$ cat src/rtl/binary_search_engine_pkg.sv
// Shared types and helpers for the sorted-array binary search engine.
package bsearch_pkg;

    // Search flavour, latched together with the target on start.
    typedef enum logic [1:0] {
        MODE_EXACT = 2'b00,
        MODE_LOWER = 2'b01,
        MODE_UPPER = 2'b10
    } search_mode_t;

    // Controller states: one probe is CHECK -> ISSUE -> COMPARE.
    typedef enum logic [2:0] {
        ST_IDLE    = 3'd0,
        ST_CHECK   = 3'd1,
        ST_ISSUE   = 3'd2,
        ST_COMPARE = 3'd3,
        ST_DONE    = 3'd4
    } bsearch_state_t;

    // Operands are widened to this width (sign- or zero-extended by the caller)
    // so one comparator serves every DATA_W below it.
    localparam int CMP_W = 64;

    // Less-than in either two's-complement or unsigned interpretation.
    function automatic logic compare_lt(
        input logic [CMP_W-1:0] a,
        input logic [CMP_W-1:0] b,
        input logic             signed_en
    );
        if (signed_en) begin
            return $signed(a) < $signed(b);
        end
        return a < b;
    endfunction

endpackage

$ cat src/rtl/binary_search_engine.sv
// Binary search over an external synchronous-read memory of DEPTH sorted words.
// Half-open interval [lo, hi); result index = lo on loop exit.
module binary_search_engine
    import bsearch_pkg::*;
#(
    parameter int DATA_W = 8,
    parameter int DEPTH  = 16,
    parameter int ADDR_W = (DEPTH > 1) ? $clog2(DEPTH) : 1,
    parameter int SIGNED = 0
) (
    input  logic              clk,
    input  logic              rst,
    input  logic              start,
    input  search_mode_t      mode,
    input  logic [DATA_W-1:0] target,
    output logic              mem_en,
    output logic [ADDR_W-1:0] mem_addr,
    input  logic [DATA_W-1:0] mem_rdata,
    output logic              busy,
    output logic              done,
    output logic              found,
    output logic [ADDR_W:0]   index,
    output logic [ADDR_W:0]   iters
);

    localparam logic [ADDR_W:0] DEPTH_L   = (ADDR_W + 1)'(DEPTH);
    localparam logic            SIGNED_EN = (SIGNED != 0);

    // Widen a data word to the comparator width honouring signedness.
    function automatic logic [CMP_W-1:0] widen(input logic [DATA_W-1:0] v);
        logic [CMP_W-1:0] r;
        r = '0;
        r[DATA_W-1:0] = v;
        if (SIGNED_EN && v[DATA_W-1]) begin
            r[CMP_W-1:DATA_W] = '1;
        end
        return r;
    endfunction

    bsearch_state_t    state_q, state_d;
    logic [1:0]        mode_q, mode_d;
    logic [DATA_W-1:0] target_q, target_d;
    logic [ADDR_W:0]   lo_q, lo_d;
    logic [ADDR_W:0]   hi_q, hi_d;
    logic [ADDR_W:0]   mid_q, mid_d;
    logic              eq_hit_q, eq_hit_d;
    logic              mem_en_q, mem_en_d;
    logic [ADDR_W-1:0] mem_addr_q, mem_addr_d;
    logic              busy_q, busy_d;
    logic              done_q, done_d;
    logic              found_q, found_d;
    logic [ADDR_W:0]   index_q, index_d;
    logic [ADDR_W:0]   iters_q, iters_d;

    logic              x_lt_t;
    logic              t_lt_x;
    logic              x_eq_t;
    logic [ADDR_W:0]   mid_next;

    // Probe comparisons of the returned word against the latched target.
    always_comb begin
        x_lt_t   = compare_lt(widen(mem_rdata), widen(target_q), SIGNED_EN);
        t_lt_x   = compare_lt(widen(target_q), widen(mem_rdata), SIGNED_EN);
        x_eq_t   = (mem_rdata == target_q);
        mid_next = lo_q + ((hi_q - lo_q) >> 1);
    end

    // Next-state and next-output computation for the search controller.
    always_comb begin
        state_d    = state_q;
        mode_d     = mode_q;
        target_d   = target_q;
        lo_d       = lo_q;
        hi_d       = hi_q;
        mid_d      = mid_q;
        eq_hit_d   = eq_hit_q;
        mem_en_d   = 1'b0;
        mem_addr_d = mem_addr_q;
        busy_d     = busy_q;
        done_d     = 1'b0;
        found_d    = found_q;
        index_d    = index_q;
        iters_d    = iters_q;

        case (state_q)
            ST_IDLE: begin
                if (start) begin
                    mode_d   = mode;
                    target_d = target;
                    lo_d     = '0;
                    hi_d     = DEPTH_L;
                    eq_hit_d = 1'b0;
                    iters_d  = '0;
                    busy_d   = 1'b1;
                    state_d  = ST_CHECK;
                end
            end
            ST_CHECK: begin
                if (lo_q < hi_q) begin
                    // Address and strobe are registered here so they are
                    // stable for the whole ISSUE cycle.
                    mid_d      = mid_next;
                    mem_en_d   = 1'b1;
                    mem_addr_d = mid_next[ADDR_W-1:0];
                    state_d    = ST_ISSUE;
                end else begin
                    state_d = ST_DONE;
                end
            end
            ST_ISSUE: begin
                iters_d = iters_q + 1'b1;
                state_d = ST_COMPARE;
            end
            ST_COMPARE: begin
                if (mode_q == MODE_UPPER) begin
                    if (!t_lt_x) begin
                        lo_d = mid_q + 1'b1;
                    end else begin
                        hi_d = mid_q;
                    end
                end else begin
                    // EXACT, LOWER and the reserved encoding share this rule;
                    // eq_hit tracks whether the current hi points at a match.
                    if (x_lt_t) begin
                        lo_d = mid_q + 1'b1;
                    end else begin
                        hi_d     = mid_q;
                        eq_hit_d = x_eq_t;
                    end
                end
                state_d = ST_CHECK;
            end
            ST_DONE: begin
                index_d = lo_q;
                if ((mode_q == MODE_LOWER) || (mode_q == MODE_UPPER)) begin
                    found_d = (lo_q < DEPTH_L);
                end else begin
                    found_d = (lo_q < DEPTH_L) && eq_hit_q;
                end
                done_d  = 1'b1;
                busy_d  = 1'b0;
                state_d = ST_IDLE;
            end
            default: begin
                state_d = ST_IDLE;
                busy_d  = 1'b0;
            end
        endcase
    end

    // State and registered outputs; active-low synchronous reset aborts any search.
    always_ff @(posedge clk) begin
        if (!rst) begin
            state_q    <= ST_IDLE;
            mode_q     <= MODE_EXACT;
            target_q   <= '0;
            lo_q       <= '0;
            hi_q       <= '0;
            mid_q      <= '0;
            eq_hit_q   <= 1'b0;
            mem_en_q   <= 1'b0;
            mem_addr_q <= '0;
            busy_q     <= 1'b0;
            done_q     <= 1'b0;
            found_q    <= 1'b0;
            index_q    <= '0;
            iters_q    <= '0;
        end else begin
            state_q    <= state_d;
            mode_q     <= mode_d;
            target_q   <= target_d;
            lo_q       <= lo_d;
            hi_q       <= hi_d;
            mid_q      <= mid_d;
            eq_hit_q   <= eq_hit_d;
            mem_en_q   <= mem_en_d;
            mem_addr_q <= mem_addr_d;
            busy_q     <= busy_d;
            done_q     <= done_d;
            found_q    <= found_d;
            index_q    <= index_d;
            iters_q    <= iters_d;
        end
    end

    assign mem_en   = mem_en_q;
    assign mem_addr = mem_addr_q;
    assign busy     = busy_q;
    assign done     = done_q;
    assign found    = found_q;
    assign index    = index_q;
    assign iters    = iters_q;

endmodule

$ cat config.mk
export PLATFORM = sky130hd
export DESIGN_NAME = binary_search_engine
export DESIGN_NICKNAME = d
export VERILOG_FILES = /design/src/rtl/binary_search_engine_pkg.sv /design/src/rtl/binary_search_engine.sv
export SDC_FILE = /design/constraint.sdc
export NUM_CORES = 1
export LEC_CHECK = 0
export BUFFER_PORTS_ARGS = -buffer_cell sky130_fd_sc_hd__buf_2
export CORE_MARGIN = 2
export CORE_UTILIZATION = 55
export CTS_CLUSTER_SIZE = 40
export DETAILED_ROUTE_END_ITERATION = 8
export PLACE_DENSITY_LB_ADDON = 0.25
export SLEW_MARGIN = 10
export SYNTH_ARGS = -nofsm -noshare
export SYNTH_HDL_FRONTEND = slang
export SYNTH_SLANG_ARGS = --single-unit
$ cat constraint.sdc
create_clock -name clk -period 4.45 [get_ports clk]
set_input_delay 0.6675 -clock clk [delete_from_list [all_inputs] [get_ports clk]]
set_output_delay 0.6675 -clock clk [all_outputs]
set_load 0.02 [all_outputs]
* After elaboration in Yosys (flattened, before gate mapping)
Cells that the tools add are included.
Cells by class: add/sub/neg operators 4, multiply operators 0, div/mod/pow operators 0, order comparisons 4, equal/unequal tests 14, shifts and indexed selects 0, mux-type cells 23, bitwise gates (word level) 1, reductions and logical operators 14
Operators by type and width (number):
- $mux W5 | 8
- $pmux W5 S2 | 3
- $lt A8 B8 Y1 | 2
- $ne A3 B3 Y1 const B | 4
- $pmux W3 S4 | 1
- $reduce_and A4 Y1 | 3
- $add A5 B1 Y5 const B | 2
- $reduce_and A2 Y1 | 5
- $eq A8 B8 Y1 | 1
- $mux W1 | 7
- $eq A3 B2 Y1 const B | 2
- $mux W3 | 2
- $ne A2 B2 Y1 const B | 3
- $add A5 B4 Y5 | 1
- $lt A5 B5 Y1 | 1
- $lt A5 B5 Y1 const B | 1
- $sub A5 B5 Y5 | 1
- $pmux W1 S2 | 2
- $reduce_bool A2 Y1 | 2
- $eq A3 B1 Y1 const B | 1
- $eq A3 B3 Y1 const B | 1
- $logic_not A3 Y1 | 1
- $reduce_or A3 Y1 | 1
- $eq A2 B1 Y1 const B | 1
- 4 further kinds | 4
Word-level totals: flip-flop bits (word level) 47, bits in latches 0, memory bits (writable) 0, ROM bits 0, bits of input ports 21, output and inout port bits 18, word-level logic and storage cells 74, memories kept 0

* Depth between registers and ports, before layout
Gate-level depths: netlist of the first run.
word-level depth 4, mapped depth 12, depth with buffers taken out 12

* Worst setup path after synthesis of the first run
No wires, ideal clock.
path type register to register, from register lo_q[0], to register mid_q[4], library setup time 0.074 ns, arrival time 2.175 ns, required time 4.376 ns, path slack 2.201 ns, cell stages (with the launch flop) 11, buffers on the path 0, period minus slack after synthesis 2.249 ns, cells stage by stage dfxtp_1 > ha_1 > inv_1 > fa_1 > ha_1 > fa_1 > a21o_1 > a21oi_1 > xnor2_1 > nand3_1 > o21ai_0
Between the ends: cells in the longest elaborated chain, start to end 2, elaborated cells on any way between the ends 4, those cells by class 2 x add/sub; 1 x order compare; 1 x reduce/logical
Ends and longest elaborated chain:
- start: declaration | RTL line binary_search_engine.sv:43 | logic [ADDR_W:0] lo_q, lo_d;
- start signal: assignment | RTL line binary_search_engine.sv:172 | lo_q <= lo_d;
- $sub A5 B5 Y5 or $lt A5 B5 Y1 (tied branches) | RTL line binary_search_engine.sv:65, binary_search_engine.sv:99
- $add A5 B4 Y5 or $reduce_and A2 Y1 (tied branches)
- end signal: assignment | RTL line binary_search_engine.sv:174 | mid_q <= mid_d;
- end: declaration | RTL line binary_search_engine.sv:45 | logic [ADDR_W:0] mid_q, mid_d;
Parallel ways exist; a longest one is shown, timed or not. A chain may end at the register's enable or synchronous reset.

* Worst setup path in the final report of the first run
Ends and elaborated chain as after synthesis.

==> flow_summary.yaml, run 1 <==
power_and_ir_drop:
  power_density_nw_per_um2: 289
  peakVddDrop_mv: 0.210
  p_leak_nw: 1.21
routing:
  firstDrtPassIters: 4
  drc: 0
  vias: 1953
  drt-vias-per-instance: 5.56
  finalWirelength_um: 4720
  ant_nets: 0
  routedWlPerCell_um: 13.4
  drt_iter0_drc: 135
placement:
  place_area_um2: 2560
  routabilityCongestion: 0.894
  dp_hpwl_um: 3400
  port_buffers: 38
clock_tree:
  numCtsBuffers: 5
  htreeDepth: 2
  clk_path_buf_depth: 2
  path_clk_slew_ns: 0.08
  cts_repair_resize_count: 0
  root_buffer: "clkbuf_8"
  cts_tree: "built"
  postCtsHoldBufs: 0
  clkLatencyLatePin_ns: 0.30
  cts_setup_buffers: 0
  cts_sinks: 43
timing:
  setup_viol: 0
  fmax_ghz: 0.400
  tightestPinTransition_ns: 0.905
  rsz0062_at_grt: "false"
  fin_setup_tns_ns: 0
  finalCritPeriodShare: 0.562
  layout_min_cycle_time_ns: 2.50
  hold_ws_ns: 0.470
  slew_headroom: 0.395
  finalHoldViolCount: 0
  skew_ns: 0.00819
  maxSlewViolCount: 0
logic_synthesis:
  ys_seq_area_frac: 0.364
  synthXorXnorAreaFrac: 0.0296
  muxShareOfSynthArea: 0.0423
  synth_top_family_by_area: "simple AND/OR/NAND/NOR gates"
  synth_compound_area_frac: 0.181
  synth_area_per_cell_um2: 8.87
  yosys.area_share.simple: 0.194
  synthFlopType: "dfxtp_1"
  ys_ff_latch: 43
  synth_nets: 310
  postSynthCellCount: 267
  syn_area_um2: 2370
  yosys.area_share.adder: 0.123
  async_reset_ff_frac: 0
  synth_edf_count: 0
  yosys_warnings: 0
  synth_cell_types: 45
floorplan:
  die_x_um: 69.6
  initial_core_util: 0.583
  io-pin-count: 39
  rows: 23
  die_area_um2: 4840
  die_h_um: 69.6
  core-area_um2: 4060
layout:
  seq_area_um2: 861
  multiInputGateArea_um2: 1350
  design_area_um2: 2660
  nNetsFinal: 343
  syn2layout_area_growth_pct: 12.4
  drive_gt1_frac: 0.176
  antennaDiodeCount: 0
  fillers: 349
setup_path:
  end_kind: "flip-flop"
  timing.critical_path.arrival_ns: 2.74
  r2r_slack_ns: 1.95
  worstSetupPathType: "reg2reg"
  path_max_fanout: 4
  worstPathRequired_ns: 4.69
  start_kind: "flip-flop"
grt:
  grt_overflow: 0
  grt_pass1_wl_um: 8180
  antenna_found_initial: 0
  grt_usage: 0.208
  grt_pass1_vias: 1806
  grt_max_degree: 43
hold_path:
  min_path_type: "reg2reg"
outcome:
  outcome: "completed"
run:
  max-cap-violations: 0
[layout make-up]
cell class | count | share of cell area
Multi-Input combinational cell | 190 | 0.509
Sequential cell | 43 | 0.324
Timing Repair Buffer | 41 | 0.0800
Clock buffer | 6 | 0.0310
Inverter | 19 | 0.0268
Tap cell | 50 | 0.0235
Clock inverter | 2 | 0.00611
[Yosys cell counts, types with 4 or more instances]
| cell | n | area [µm²] |
|---|---|---|
| dfxtp_1 | 43 | 861 |
| nand2_1 | 32 | 120 |
| ha_1 | 20 | 250 |
| inv_1 | 19 | 71.3 |
| nor2_1 | 13 | 48.8 |
| a21oi_1 | 12 | 60.1 |
| a21boi_0 | 11 | 82.6 |
| mux2i_1 | 10 | 100 |
| nor2b_1 | 10 | 62.6 |
| clkbuf_1 | 8 | 30.0 |
| nand3_1 | 8 | 40.0 |
| o21ai_0 | 8 | 40.0 |
| a22o_1 | 7 | 61.3 |
| xnor2_1 | 6 | 52.6 |
| a21o_1 | 4 | 30.0 |
| buf_4 | 4 | 30.0 |
| o21a_1 | 4 | 30.0 |
[metal layers]
| layer | up-vias | part of all wire | global-route usage |
|---|---|---|---|
| met2 | 51 | 0.46 | 0.340 |
| met5 | - | 0 | 0 |
| li1 | 994 | - | - |
| met4 | 0 | 0.014 | 0.0741 |
| met3 | 7 | 0.053 | 0.0494 |
| met1 | 901 | 0.47 | 0.269 |
[per-stage QoR]
stage | total power, mW | utilization | worst slack (ns) | std cells
3_3_place_gp | 0.507 | 0.631 | 1.99 | 343
2_1_floorplan | 0.483 | - | 2.20 | 267
4_1_cts | 0.778 | 0.656 | 1.95 | 351
6_report | 0.770 | 0.656 | 1.95 | 351
5_1_grt | 0.807 | 0.656 | 1.75 | 351
3_5_place_dp | 0.509 | 0.631 | 1.97 | 343
[sequential cells by signal (all words and copies together), names as in the netlist]
signal and count:
found 1, hi_q 5, eq_hit_q 1, done 1, target_q 8, busy 1, index 5, lo_q 5
mem_en 1, iters 5, mode_q 2, state_q 3, mid_q 5
[worst paths after layout]
| kind | from | cells after the start | end |
|---|---|---|---|
| worst max register to register | lo_q[0] | 10 | mid_q[4] |
| worst max-delay path | lo_q[0] | 10 | mid_q[4] |
| worst min-delay path | target_q[0] | 2 | target_q[0] |
| worst min register to register | target_q[0] | 2 | target_q[0] |
[placed cells by master, fill, tap and decap left out, types with 3 or more instances in the layout]
cell type	netlist	layout
xnor2_1	6	6
buf_2	1	38
nor2b_1	10	10
nand3_1	8	8
dfxtp_1	43	43
a22o_1	7	7
clkbuf_8	0	6
a21oi_1	12	12
ha_1	20	20
and2_1	3	3
o21a_1	4	4
nand2_1	32	32
and3_1	3	3
buf_4	4	3
a21o_1	4	4
nor2_1	13	13
mux2i_1	10	10
a21boi_0	11	11
o21ai_0	8	8
nand2b_1	3	3
a211oi_1	3	3
inv_1	19	19
[cells by family after synthesis]
| family | count (synthesis) |
|---|---|
| AOI/OAI and AO/OA | 61 |
| xor gates and xnor gates | 8 |
| and+or+nand+nor | 89 |
| adders and majority gates | 22 |
| buffers and inverters | 34 |
| muxes | 10 |
| DFF | 43 |
[critical path, cell delays in order (launching register included)]
cell	delay, ns
dfxtp_1	0.42
ha_1	0.20
inv_1	0.05
fa_1	0.44
ha_1	0.23
fa_1	0.42
a21o_1	0.17
a21oi_1	0.17
xnor2_1	0.14
nand3_1	0.09
o21ai_0	0.10
[power breakdown]
part           internal [mW]  switching (mW)
combinational         0.0423          0.0520
clock                  0.127           0.144
sequential             0.396         0.00951
total                  0.565           0.205
(Power assumes the default switching activity.)
==> run 2, diff against run 1 <==
--- a/config.mk
+++ b/config.mk
@@ -7,7 +7,7 @@
 export LEC_CHECK = 0
 export BUFFER_PORTS_ARGS = -buffer_cell sky130_fd_sc_hd__buf_2
 export CORE_MARGIN = 2
-export CORE_UTILIZATION = 55
+export CORE_UTILIZATION = 51
 export CTS_CLUSTER_SIZE = 40
 export DETAILED_ROUTE_END_ITERATION = 8
 export PLACE_DENSITY_LB_ADDON = 0.25
==> constraint.sdc (replaced) <==
create_clock -name clk -period 2.3 [get_ports clk]
set_input_delay 0.345 -clock clk [delete_from_list [all_inputs] [get_ports clk]]
set_output_delay 0.345 -clock clk [all_outputs]
set_load 0.02 [all_outputs]
==> run 2 against run 1 <==
Net effect: total power is 100% higher; largest power group unchanged; core utilization is 2.0 points lower; critical path depth is 2 higher; clock skew grew 0.00051 ns; critical path type unchanged.
==> flow_summary.yaml, run 2 (synthesis gave the netlist of run 1 again) <==
outcome:
  outcome: "completed"
clock_tree:
  cts_sinks: 43
  root_buffer: "clkbuf_8"
  path_clk_slew_ns: 0.08
  clkLatencyLatePin_ns: 0.30
  htreeDepth: 2
  numCtsBuffers: 5
  cts_tree: "built"
  clk_path_buf_depth: 2
  postCtsHoldBufs: 0
setup_path:
  timing.critical_path.arrival_ns: 2.44
  slowest_stage: "fa_2"
  r2r_slack_ns: 0.1
  worstPathRequired_ns: 2.54
  crit_family: "adder cells"
  crit_path_max_incr_delay_ns: 0.41
  end_kind: "flip-flop"
  start_kind: "flip-flop"
  path_buf_inv: 2
  cp_cell_sequence: "inv_2 > ha_4 > inv_2 > fa_2 > a21o_1 > a21oi_2 > xnor2_1 > ha_1 > a21oi_2 > xnor2_1 > nand3_1 > o21ai_1"
  r2r.worst_path.cells: 12
  worstSetupPathType: "reg2reg"
  reg2reg_to: "mid_q[4]"
  path_max_fanout: 2
  r2r-start: "hi_q[0]"
grt:
  grt_pass1_vias: 1738
  grt_usage: 0.201
  grt_overflow: 0
  grt_util_met1: 0.265
  met3_usage: 0.0417
  groute.layer.met2.usage: 0.320
  grt_max_degree: 20
  grt_pass1_wl_um: 7980
  top_usage_layer: "met2"
  antenna_found_initial: 0
layout:
  regMostFlops: "target_q"
  antennaDiodeCount: 0
  multiInputGateArea_um2: 1400
  largest_register_ffs: 8
  drive_gt1_frac: 0.240
  nNetsFinal: 355
  seq_area_um2: 863
  fillers: 380
  layout_common_cells: "41 x dfxtp_1, 38 x buf_2, 32 x nand2_1"
  syn2layout_area_growth_pct: 18.6
  final_common_cell: "dfxtp_1"
placement:
  dp_hpwl_um: 3670
  pre_cts_slack_ns: -0.0384
  port_buffers: 38
  routabilityCongestion: 0.905
hold_path:
  holdPathStages: 3
  hp-start: "target[7]"
  min_path_type: "in2reg"
  min_to: "target_q[7]"
power_and_ir_drop:
  power_density_nw_per_um2: 553
  finalPower_mw: 1.55
  p_leak_nw: 1.28
  peakVddDrop_mv: 0.350
routing:
  vias: 1973
  drc: 0
  drt-vias-per-instance: 5.42
  firstDrtPassIters: 4
  finalWirelength_um: 4940
  ant_nets: 0
  routedWlPerCell_um: 13.6
  drt_iter0_drc: 81
floorplan:
  die_area_um2: 5200
  io-pin-count: 39
  rows: 24
  die_x_um: 72.1
  core-area_um2: 4410
  die_h_um: 72.1
  initial_core_util: 0.536
timing:
  finalCritPeriodShare: 0.958
  layout_min_cycle_time_ns: 2.20
  fmax_ghz: 0.454
  setup_viol: 0
  layout_setup_ws_ns: 0.0957
  maxSlewViolCount: 0
  tightestPinTransition_ns: 0.409
  slew_headroom: 0.726
  finalHoldViolCount: 0
  skew_ns: 0.00870
run:
  max-cap-violations: 0
[run 2: worst max-delay path by stage]
stage / startpoint / end / slack, ns / cells after the start
final: hi_q[0] / mid_q[4] / 0.1 / 12
after global routing: hi_q[0] / mid_q[4] / -0.001 / 12
after CTS: hi_q[0] / mid_q[4] / 0.01 / 11
after detailed placement: hi_q[0] / mid_q[4] / -0.04 / 11
after global placement: hi_q[0] / mid_q[4] / 0.009 / 11
after floorplan: lo_q[0] / mid_q[4] / 0.05 / 10
[run 2: metal layers]
metal  routed length, µm  part of all wire  up-vias
met1                2400              0.49      911
met4                  89             0.018        0
met2                2290              0.46       37
li1                    -                 -     1017
met3                 159             0.032        8
met5                   0                 0        -
[run 2: layout make-up]
cell class / count / area share
well taps: 52 / 0.0232
multi-input cells: 190 / 0.500
inverters: 19 / 0.0254
repair buffers: 53 / 0.108
clock inverters: 1 / 0.0107
clock buffers: 6 / 0.0258
flip-flops and latches: 43 / 0.307
[run 2: timing repair]
action,4_1_cts,5_1_grt
resized for setup,3,12
endpoints found under the hold margin,0,0
setup endpoints to repair,1,2
pin swaps,0,9
buffers inserted,0,1
[run 2: where the power goes]
group          internal (mW)  switching [mW]  total (mW)
sequential             0.766          0.0166       0.782
combinational         0.0897           0.107       0.197
clock                  0.318           0.254       0.572
[run 2: stage by stage]
stage | util | cell area (µm²) | hold slack, ns | instances | setup TNS (ns)
global route | 0.636 | 2810 | 0.298 | 364 | -0.00144
detailed placement | 0.599 | 2650 | 0.463 | 356 | -0.0384
global placement | 0.599 | 2650 | 0.451 | 356 | 0
floorplan | - | 2370 | 0.441 | 267 | 0
CTS | 0.624 | 2760 | 0.287 | 363 | 0
finish | 0.636 | 2810 | 0.290 | 364 | 0
[run 2: tightest hold or removal path, cell delays in order]
cell	delay, ns
buf_2	0.10
nand2_1	0.04
a21boi_0	0.06
==> run 3, diff against run 2 <==
==> constraint.sdc (replaced) <==
create_clock -name clk -period 2.3 [get_ports clk]
set_input_delay 0.23 -clock clk [delete_from_list [all_inputs] [get_ports clk]]
set_output_delay 0.23 -clock clk [all_outputs]
set_load 0.02 [all_outputs]
==> run 3 against run 2 <==
Net effect: largest cell class unchanged; clock power shrank 6.3%; total power shrank 2.5%; register-to-register slack lost 0.04 ns; sequential cell count is the same; clock-buffer cell count grew 1; critical path type unchanged; core utilization shrank 0.14 points; sequential share of layout area grew 0.11 points.
==> flow_summary.yaml, run 3 (synthesis gave the netlist of run 1 again) <==
clock_tree:
  path_clk_slew_ns: 0.08
  htreeDepth: 2
  clkLatencyLatePin_ns: 0.30
  root_buffer: "clkbuf_8"
  cts_tree: "built"
  cts_sinks: 43
  numCtsBuffers: 5
  clk_path_buf_depth: 2
timing:
  hold_ws_ns: 0.169
  layout_setup_ws_ns: 0.0602
  maxSlewViolCount: 0
  finalCritPeriodShare: 0.974
  layout_min_cycle_time_ns: 2.24
  skew_ns: 0.0102
  setup_viol: 0
  finalHoldViolCount: 0
  rsz0062_at_grt: "true"
  tightestPinTransition_ns: 0.476
  fmax_ghz: 0.446
  fin_setup_tns_ns: 0
  slew_headroom: 0.683
placement:
  port_buffers: 38
  pre_cts_slack_ns: -0.0516
  dp_hpwl_um: 3490
  dp.cells: 354
  routabilityCongestion: 0.914
grt:
  grt_pass1_vias: 1829
  grt_pass1_wl_um: 8250
  grt_max_degree: 28
  grt_overflow: 0
  grt_usage: 0.204
  antenna_found_initial: 0
layout:
  nNetsFinal: 354
  largest_register_ffs: 8
  regMostFlops: "target_q"
  final_common_cell: "dfxtp_1"
  finalNonFillerCells: 364
  fillers: 373
  drive_gt1_frac: 0.253
  antennaDiodeCount: 0
  layout_common_cells: "40 x dfxtp_1, 38 x buf_2, 32 x nand2_1"
  fin_util: 0.635
  syn2layout_area_growth_pct: 18.3
routing:
  routedWlPerCell_um: 13.5
  top_layer: "met4"
  wl_met3_um: 195
  vias: 1941
  drt-vias-per-instance: 5.33
  wl_met1_um: 2370
  finalWirelength_um: 4920
  drc: 0
  firstDrtPassIters: 4
  dr_wl_met2_um: 2280
  drt_iter0_drc: 149
  ant_nets: 0
floorplan:
  die_area_um2: 5200
  initial_core_util: 0.536
  die_x_um: 72.1
  io-pin-count: 39
  rows: 24
  die_h_um: 72.1
  core-area_um2: 4410
setup_path:
  timing.critical_path.arrival_ns: 2.48
  path_max_fanout: 2
  end_kind: "flip-flop"
  worstPathRequired_ns: 2.54
  start_kind: "flip-flop"
  endpoint: "mid_q[4]"
  startpoint: "hi_q[0]"
  r2r_slack_ns: 0.06
  r2r-start: "hi_q[0]"
  reg2reg_to: "mid_q[4]"
  r2r.worst_path.cells: 12
  worstSetupPathType: "reg2reg"
hold_path:
  holdPathStages: 3
  min_path_type: "in2reg"
  hp-start: "mode[1]"
outcome:
  outcome: "completed"
power_and_ir_drop:
  p_leak_nw: 1.27
  power_density_nw_per_um2: 540
  peakVddDrop_mv: 0.342
run:
  max-cap-violations: 0
-- run 3: changes by cell type in the layout (fill, tap and decap cells not counted), sizes merged --
cell	change
clkbuf	+1
buf	-1
bufinv	-1
clkinvlp	+1
-- run 3: metrics by stage --
| step | instance area, µm² | total power, mW |
|---|---|---|
| after CTS | 2750 | 1.53 |
| after floorplan | 2370 | 0.934 |
| after global routing | 2800 | 1.59 |
| after detailed placement | 2630 | 0.991 |
| after global placement | 2630 | 0.988 |
| final | 2800 | 1.51 |
-- run 3: worst min-delay path by stage --
stage	end	slack (ns)
6_report	mode_q[1]	0.17
5_1_grt	target_q[7]	0.18
4_1_cts	mode_q[1]	0.16
3_5_place_dp	target_q[0]	0.46
3_3_place_gp	target_q[0]	0.45
2_1_floorplan	eq_hit_q	0.37
-- run 3: metal layers --
metal / track usage / vias up
met5: 0 / -
met4: 0.0734 / 0
met3: 0.0542 / 9
met2: 0.322 / 34
met1: 0.270 / 886
li1: - / 1012
-- run 3: critical path, stage by stage, from the launching register on --
cell and delay (ns):
dfxtp_2 0.33, inv_2 0.05, ha_4 0.13, inv_2 0.04, fa_2 0.41, a21o_1 0.18
a21oi_2 0.13, xnor2_1 0.09, ha_1 0.33, a21oi_2 0.16, xnor2_1 0.15, nand3_1 0.09
o21ai_1 0.09
-- run 3: where the power goes --
part,leakage (nW),internal [mW],total [mW],switching (mW)
logic,0.873,0.0873,0.194,0.107
registers,0.350,0.765,0.782,0.0166
clock network,0.0505,0.273,0.536,0.263
-- run 3: layout make-up --
type	instances	area, µm²	share of cell area
Inverter	19	71.3	0.0255
Tap cell	52	65.1	0.0232
Sequential cell	43	865	0.309
Multi-Input combinational cell	190	1400	0.500
Clock buffer	7	96.3	0.0344
Clock inverter	1	7.51	0.00268
Timing Repair Buffer	52	295	0.105
-- run 3: timing repair --
action	4_1_cts	5_1_grt
buffers inserted	0	2
endpoints found under the setup margin	1	5
hold buffers	0	0
pin swaps	1	9
resized for setup	4	13
